`config.mk`:
```
export PLATFORM = sky130hd
export DESIGN_NAME = demux_deser_flat
export DESIGN_NICKNAME = d
export VERILOG_FILES = /design/src/rtl/demux_deser_if.sv /design/src/rtl/demux_deser.sv /design/src/flat_wrapper.sv
export SDC_FILE = /design/constraint.sdc
export NUM_CORES = 1
export LEC_CHECK = 0
export CORE_MARGIN = 2
export CORE_UTILIZATION = 44
export CTS_CLUSTER_DIAMETER = 60
export CTS_CLUSTER_SIZE = 40
export DETAILED_ROUTE_END_ITERATION = 12
export GPL_ROUTABILITY_DRIVEN = 0
export HOLD_SLACK_MARGIN = 0.02
export PLACE_DENSITY = 0.73
export SYNTH_ARGS = -nofsm -noshare
export SYNTH_HDL_FRONTEND = slang
export SYNTH_SLANG_ARGS = --single-unit
export TNS_END_PERCENT = 100
```
`constraint.sdc`:
```
create_clock -name clk -period 1.6 [get_ports clk]
set_input_delay 0.4 -clock clk [delete_from_list [all_inputs] [get_ports clk]]
set_output_delay 0.4 -clock clk [all_outputs]
set_load 0.02 [all_outputs]
```
`src/rtl/demux_deser_if.sv`:
```
// demux_deser_if: serial input, framing and word output port bundle of the deserializer
interface demux_deser_if #(parameter int SEL_W = 3);
  logic                  data_i;
  logic                  valid_i;
  logic                  sync_i;
  logic                  ready_i;
  logic [SEL_W-1:0]      sel_o;
  logic [(2**SEL_W)-1:0] data_o;
  logic                  valid_o;
  logic                  overrun_o;
  modport master (output data_i, valid_i, sync_i, ready_i, input sel_o, data_o, valid_o, overrun_o);
  modport slave (input data_i, valid_i, sync_i, ready_i, output sel_o, data_o, valid_o, overrun_o);
endinterface

```
`src/rtl/demux_deser.sv`:
```
// demux_deser: steers a serial bit stream into word slots and buffers each completed word
module demux_deser #(parameter int SEL_W = 3) (
  input logic         clk,
  input logic         rst_n,
  demux_deser_if.slave bus
);
  localparam int W = 2**SEL_W;
  localparam logic [SEL_W-1:0] LAST = '1;
  logic [SEL_W-1:0] r_slot;
  logic [W-1:0]     r_asm;
  logic [W-1:0]     r_data;
  logic             r_valid;
  logic             r_overrun;
  logic             w_done;
  logic             w_hs;
  logic [W-1:0]     w_word;
  assign w_done = bus.valid_i && !bus.sync_i && r_slot == LAST;
  assign w_hs   = r_valid && bus.ready_i;
  assign w_word = {bus.data_i, r_asm[W-2:0]};
  assign bus.sel_o     = r_slot;
  assign bus.data_o    = r_data;
  assign bus.valid_o   = r_valid;
  assign bus.overrun_o = r_overrun;
  // slot assembly plus one-word output buffer; completion with a busy, unconsumed buffer drops the word
  always_ff @(posedge clk or negedge rst_n)
    if (!rst_n) begin
      r_slot    <= '0;
      r_asm     <= '0;
      r_data    <= '0;
      r_valid   <= 1'b0;
      r_overrun <= 1'b0;
    end else begin
      if (bus.sync_i) begin
        r_slot <= bus.valid_i ? SEL_W'(1) : '0;
        r_asm  <= bus.valid_i ? W'(bus.data_i) : '0;
      end else if (bus.valid_i) begin
        r_slot         <= r_slot + SEL_W'(1);
        r_asm[r_slot]  <= bus.data_i;
      end
      if (w_hs) r_valid <= 1'b0;
      if (w_done && (!r_valid || w_hs)) begin
        r_data  <= w_word;
        r_valid <= 1'b1;
      end else if (w_done) r_overrun <= 1'b1;
    end
endmodule

```
`src/flat_wrapper.sv`:
```
// flat-port wrapper written by rule: the top's interface ports become plain ports
module demux_deser_flat 
#(parameter int SEL_W = 3)
  (clk, rst_n, bus_data_i, bus_valid_i, bus_sync_i, bus_ready_i, bus_sel_o, bus_data_o, bus_valid_o, bus_overrun_o);
  demux_deser_if #(.SEL_W(SEL_W)) bus_i ();
  input logic clk;
  input logic rst_n;
  input wire logic [$bits(bus_i.data_i)-1:0] bus_data_i;
  input wire logic [$bits(bus_i.valid_i)-1:0] bus_valid_i;
  input wire logic [$bits(bus_i.sync_i)-1:0] bus_sync_i;
  input wire logic [$bits(bus_i.ready_i)-1:0] bus_ready_i;
  output wire logic [$bits(bus_i.sel_o)-1:0] bus_sel_o;
  output wire logic [$bits(bus_i.data_o)-1:0] bus_data_o;
  output wire logic [$bits(bus_i.valid_o)-1:0] bus_valid_o;
  output wire logic [$bits(bus_i.overrun_o)-1:0] bus_overrun_o;
  assign bus_i.data_i = bus_data_i;
  assign bus_i.valid_i = bus_valid_i;
  assign bus_i.sync_i = bus_sync_i;
  assign bus_i.ready_i = bus_ready_i;
  assign bus_sel_o = bus_i.sel_o;
  assign bus_data_o = bus_i.data_o;
  assign bus_valid_o = bus_i.valid_o;
  assign bus_overrun_o = bus_i.overrun_o;
  demux_deser #(.SEL_W(SEL_W)) u_core (.clk(clk), .rst_n(rst_n), .bus(bus_i));
endmodule
```
---- After elaboration in Yosys (flattened, before gate mapping) ----
Index checks and enable logic that the tools add are counted.
cells by class
  add/subtract/negate cells ............... 1
  magnitude comparators ................... 2
  equal/unequal tests ..................... 1
  multiplexer cells ....................... 11
  bitwise logic cells ..................... 1
  reduce and logical (&&, ||, !) cells .... 11
operator list
  kind                                                               number
  two-way mux 8 bit                                                  2
  bitwise mux 8 bit                                                  1
  two-way mux 3 bit                                                  2
  logical AND 1 bit                                                  5
  two-way mux 1 bit                                                  5
  less-than comparator 3 x 4 -> 1 bit, second input constant         1
  nonzero test 2 bit                                                 2
  adder 3 x 1 -> 3 bit, second input constant                        1
  demux 1 bit (select 3 bit)                                         1
  == test 3 bit, second input constant                               1
  greater-or-equal comparator 3 x 1 -> 1 bit, second input constant  1
  zero test 1 bit                                                    2
  AND reduction 2 bit                                                1
  logical OR 1 bit                                                   1
  inverter 1 bit                                                     1
word-level totals
  register bits after elaboration ......... 21
  input bits .............................. 6
  output and inout bits ................... 13
  logic and storage cells ................. 32

---- Longest topological paths before layout ----
  depth in word-level cells ............... 7
  gate-level depth with buffers ........... 6
  depth with buffers taken out ............ 5

---- Worst setup path before layout ----
OpenSTA, ideal clock, no wires.
  path kind ............................... flip-flop to flip-flop
  start ................................... reg u_core.r_slot[1], in the netlist u_core.bus.sel_o[1]
  end ..................................... reg u_core.r_data[0], in the netlist u_core.bus.data_o[0]
  setup time .............................. 0.125 ns
  arrival ................................. 1.577 ns
  required time ........................... 1.475 ns
  setup slack ............................. -0.102 ns
  stages on the path, launching flop included .. 7
  path buffers ............................ 1
  period minus slack after synthesis ...... 1.702 ns
  path through ............................ dfrtp_1 > ha_1 > ha_1 > nand3b_4 > nor2b_4 > buf_6 > mux2_4
on the way
  word-level cells in the longest chain between the ends .. 3
ends and longest elaborated chain
  what                    RTL line           text
  from (decl)             demux_deser.sv:9   logic [SEL_W-1:0] r_slot;
  from (signal assigned)  demux_deser.sv:34  r_slot <= bus.valid_i ? SEL_W'(1) : '0;
  from (signal assigned)  demux_deser.sv:37  r_slot <= r_slot + SEL_W'(1);
  == test 3 bit           demux_deser.sv:17  assign w_done = bus.valid_i && !bus.sync_i && r_slot == LAST;
  logical AND 1 bit       demux_deser.sv:17
  logical AND 1 bit       demux_deser.sv:41  if (w_done && (!r_valid || w_hs)) begin
  to (signal assigned)    demux_deser.sv:42  r_data <= w_word;
  to (decl)               demux_deser.sv:11  logic [W-1:0] r_data;
Every way passes these cells.
A chain may end at the register's enable or synchronous reset.

---- Worst setup path after layout ----
  start ................................... reg u_core.r_slot[1], in the netlist u_core.bus.sel_o[1]
  end ..................................... reg u_core.r_data[2], in the netlist u_core.bus.data_o[2]
Same word-level chain as after synthesis.

==> results.json <==
{
  "status": "complete, no violations",
  "routed.top_layer": "met4",
  "synth_top_area_cell": "dfrtp_1",
  "reg2reg_slack_ns": 0.08,
  "post_cts.repair.setup_buffers": 0,
  "relative_contribution_of_combinational_cells_to_total_power": 0.140,
  "design.die.area_sq_um": 2560,
  "floorplan.initialDensity": 0.476,
  "global_route.usage.total": 0.151,
  "initial_antenna_violation_count": 0,
  "power.total_mw": 1.11,
  "crit-reg2reg-launch": "u_core.bus.sel_o[1]",
  "number_of_sinks_driven_by_the_clock_tree": 20,
  "drt_via_density": 5.02,
  "synthesis.area_per_instance_sq_um": 14.2,
  "seq_power_share": 0.489,
  "layout_cells_sized_above_1": 0.277,
  "critPathLaunchType": "flop",
  "synth.area.mux_share": 0.210,
  "synth_largest_type_area_fraction": 0.525,
  "cts-root-to-sink-buffers": 2,
  "syn-num-nets": 75,
  "fillers": 177,
  "cts_root_buf": "clkbuf_4",
  "yosysSeqAreaShare": 0.525,
  "yosys_register_bits": 20,
  "number_of_iterations_in_the_first_detailed_routing_pass": 4,
  "timing.setup.critical_path_class": "flop to flop",
  "clock.fmax_mhz": 660,
  "std_cell_rows": 16,
  "p_clk_frac": 0.372,
  "num_antenna_cells": 0,
  "setup_viol_count_final": 0,
  "critPathArrivalTime_ns": 1.71,
  "dr_drc_count": 0,
  "final_antenna_net_count": 0,
  "cts_tree": "built",
  "synth_adder_area_share": 0.0262,
  "total_switching_power_mw": 0.249,
  "post_route_clock_period_utilization": 0.948,
  "buffer_ports.inserted": 18,
  "totalWireLength_microns": 1560,
  "rr_worst_depth": 6,
  "p_per_area_nw_per_um2": 883,
  "timing.final.max_slew_violations": 0,
  "postSynthCellCount": 67,
  "worst_hold_path_type": "primary input to asynchronous set/reset pin",
  "netlist-cell-type-count": 21,
  "chipHeight_microns": 50.6,
  "met1Wirelength_microns": 725,
  "worst_setup_hold_path_clk_slew_ns": 0.11,
  "static_leakage_nw": 0.673,
  "area_delta_synth_final_pct": 31.2,
  "final_hold_violations": 0,
  "critical_path.reg2reg.endpoint": "u_core.bus.data_o[2]",
  "core_region_area_sq_um": 2000,
  "switching_share": 0.226,
  "initialDrtViolationCount": 6,
  "clock_insertion_delay_worst_skew_ns": 0.31,
  "synthXorXnorAreaFrac": 0.00919,
  "tritoncts.num_buffers": 3,
  "maxcap_violations": 0,
  "met3RoutedLength_microns": 71,
  "cp-end-kind": "flop",
  "worst_pin_slew_ns": 0.281,
  "cp.required_ns": 1.80,
  "mappedNetlistArea_sq_um": 953,
  "global_route.overflow_total": 0,
  "synth_compound_gate_area_share": 0.0210,
  "grt_first_pass_wirelength_microns": 2770,
  "relSlewSlack": 0.812,
  "totalNegativeSetupSlack_ns": 0,
  "ys_top_cells_by_area": "dfrtp_1, mux2_4, mux2i_1",
  "routed-wl-met2_microns": 717,
  "cts_max_level": 1,
  "wire_per_inst_microns": 12.9,
  "power.internal_mw": 0.856,
  "worst_ir_drop_vdd_mv": 0.582,
  "post_synth_and_or_nand_nor_area_fraction": 0.180,
  "hold_buffers": 0,
  "die_width_microns": 50.6,
  "synth-warning-count": 0,
  "place.detailed.hpwl_microns": 1090,
  "num_io_pins": 19,
  "first_global_vias": 595,
  "unrepaired_setup_endpoints_after_global_routing": "false",
  "crit_path_max_fanout": 8,
  "skew_ns": 0.00760,
  "dominant_combinational_cell_family_by_area_after_synthesis": "multiplexers",
  "final_net_count": 103,
  "routed-via-count": 607,
  "grt_start_max_net_pins": 21,
  "final_critical_path_time_including_i_o_delays_and_setup_ns": 1.52
}
==> how the worst max path moves through the flow <==
stage / start / endpoint / slack (ns) / depth (start not counted)
floorplan: u_core.bus.sel_o[1] / u_core.bus.data_o[0] / 0.01 / 6
global placement: bus_valid_i / u_core.bus.data_o[5] / -0.13 / 5
detailed placement: bus_valid_i / u_core.bus.data_o[7] / -0.13 / 5
CTS: u_core.bus.sel_o[1] / u_core.bus.data_o[2] / 0.06 / 6
global route: u_core.bus.sel_o[1] / u_core.bus.data_o[6] / 0.01 / 6
finish: u_core.bus.sel_o[1] / u_core.bus.data_o[2] / 0.08 / 6
==> cell type report <==
| cell class | count | area (sq um) | share of cell area |
|---|---|---|---|
| multi-input cells | 44 | 425 | 0.340 |
| repair buffers | 26 | 236 | 0.189 |
| clock buffers | 3 | 22.5 | 0.0180 |
| flip-flops and latches | 20 | 503 | 0.402 |
| clock inverters | 1 | 30.0 | 0.0240 |
| well taps | 27 | 33.8 | 0.0270 |
==> Yosys cell counts <==
library cell  number
nand3b_4           1
buf_6              2
o21ai_0            1
and4bb_2           1
nand2b_1           2
o211ai_1           1
dfrtp_1           20
nand2_1            1
xnor2_1            1
nor4b_1            1
mux2i_1            8
buf_2              1
nand2b_4           1
nor2b_4            1
nor2_1             8
nor3_1             1
and4bb_1           2
nand4b_1           3
ha_1               2
mux2_4             8
o21bai_1           1
==> metrics by stage <==
| stage | hold slack, ns | setup WS, ns | cells | util | instance area [sq um] |
|---|---|---|---|---|---|
| 5_1_grt | 0.428 | 0.0133 | 121 | 0.625 | 1250 |
| 6_report | 0.414 | 0.0838 | 121 | 0.625 | 1250 |
| 2_1_floorplan | 0.104 | 0.0102 | 67 | - | 956 |
| 3_3_place_gp | 0.463 | -0.126 | 117 | 0.607 | 1210 |
| 3_5_place_dp | 0.481 | -0.135 | 117 | 0.607 | 1210 |
| 4_1_cts | 0.417 | 0.0646 | 121 | 0.625 | 1250 |
==> cells in the final DEF (no fill, tap or decap), types with 2 or more instances in the layout <==
| master | n |
|---|---|
| ha_1 | 2 |
| mux2i_1 | 8 |
| and4bb_1 | 2 |
| clkbuf_4 | 3 |
| dfrtp_1 | 18 |
| mux2_4 | 8 |
| clkdlybuf4s50_1 | 5 |
| nand4b_1 | 3 |
| dlygate4sd2_1 | 13 |
| buf_4 | 7 |
| nand2b_1 | 2 |
| dfrtp_2 | 2 |
| nor2_1 | 8 |
==> state kept, by name, indices dropped and copies added, names as in the netlist <==
name and count:
u_core.bus.data_o 8, u_core.bus.overrun_o 1, u_core.bus.valid_o 1, u_core.bus.sel_o 3
u_core.r_asm 7
==> per-layer routing <==
| layer | vias to the layer above | global-route usage |
|---|---|---|
| met5 | - | 0 |
| met4 | 0 | 0.0946 |
| met3 | 5 | 0.0298 |
| met2 | 16 | 0.224 |
| met1 | 295 | 0.201 |
| li1 | 291 | - |
==> critical path, cell delays in order, from the launching register on <==
cell and delay [ns]:
dfrtp_2 0.41, ha_1 0.15, ha_1 0.18, nand3b_4 0.10, nor2b_4 0.13, buf_12 0.14
mux2_4 0.29
==> what timing repair did <==
item,in CTS,in global routing
endpoints found under the hold margin,0,0
resized for setup,13,0
setup endpoints to repair,13,0
==> power groups by stage <==
stage,Sequential [mW],Combinational (mW),Clock [mW]
2_1_floorplan,0.571,0.0624,0
3_3_place_gp,0.549,0.159,0
3_5_place_dp,0.551,0.163,0
4_1_cts,0.541,0.157,0.423
5_1_grt,0.542,0.171,0.448
6_report,0.540,0.154,0.411
==> logic make-up after synthesis <==
| family | after synthesis |
|---|---|
| AND/OR/NAND/NOR | 22 |
| multiplexers | 16 |
| adder cells (fa/ha/maj) | 2 |
| AO/OA/AOI/OAI | 3 |
| flip-flops | 20 |
| XOR/XNOR | 1 |
| buffers and inverters | 3 |
(Power assumes the default switching activity.)
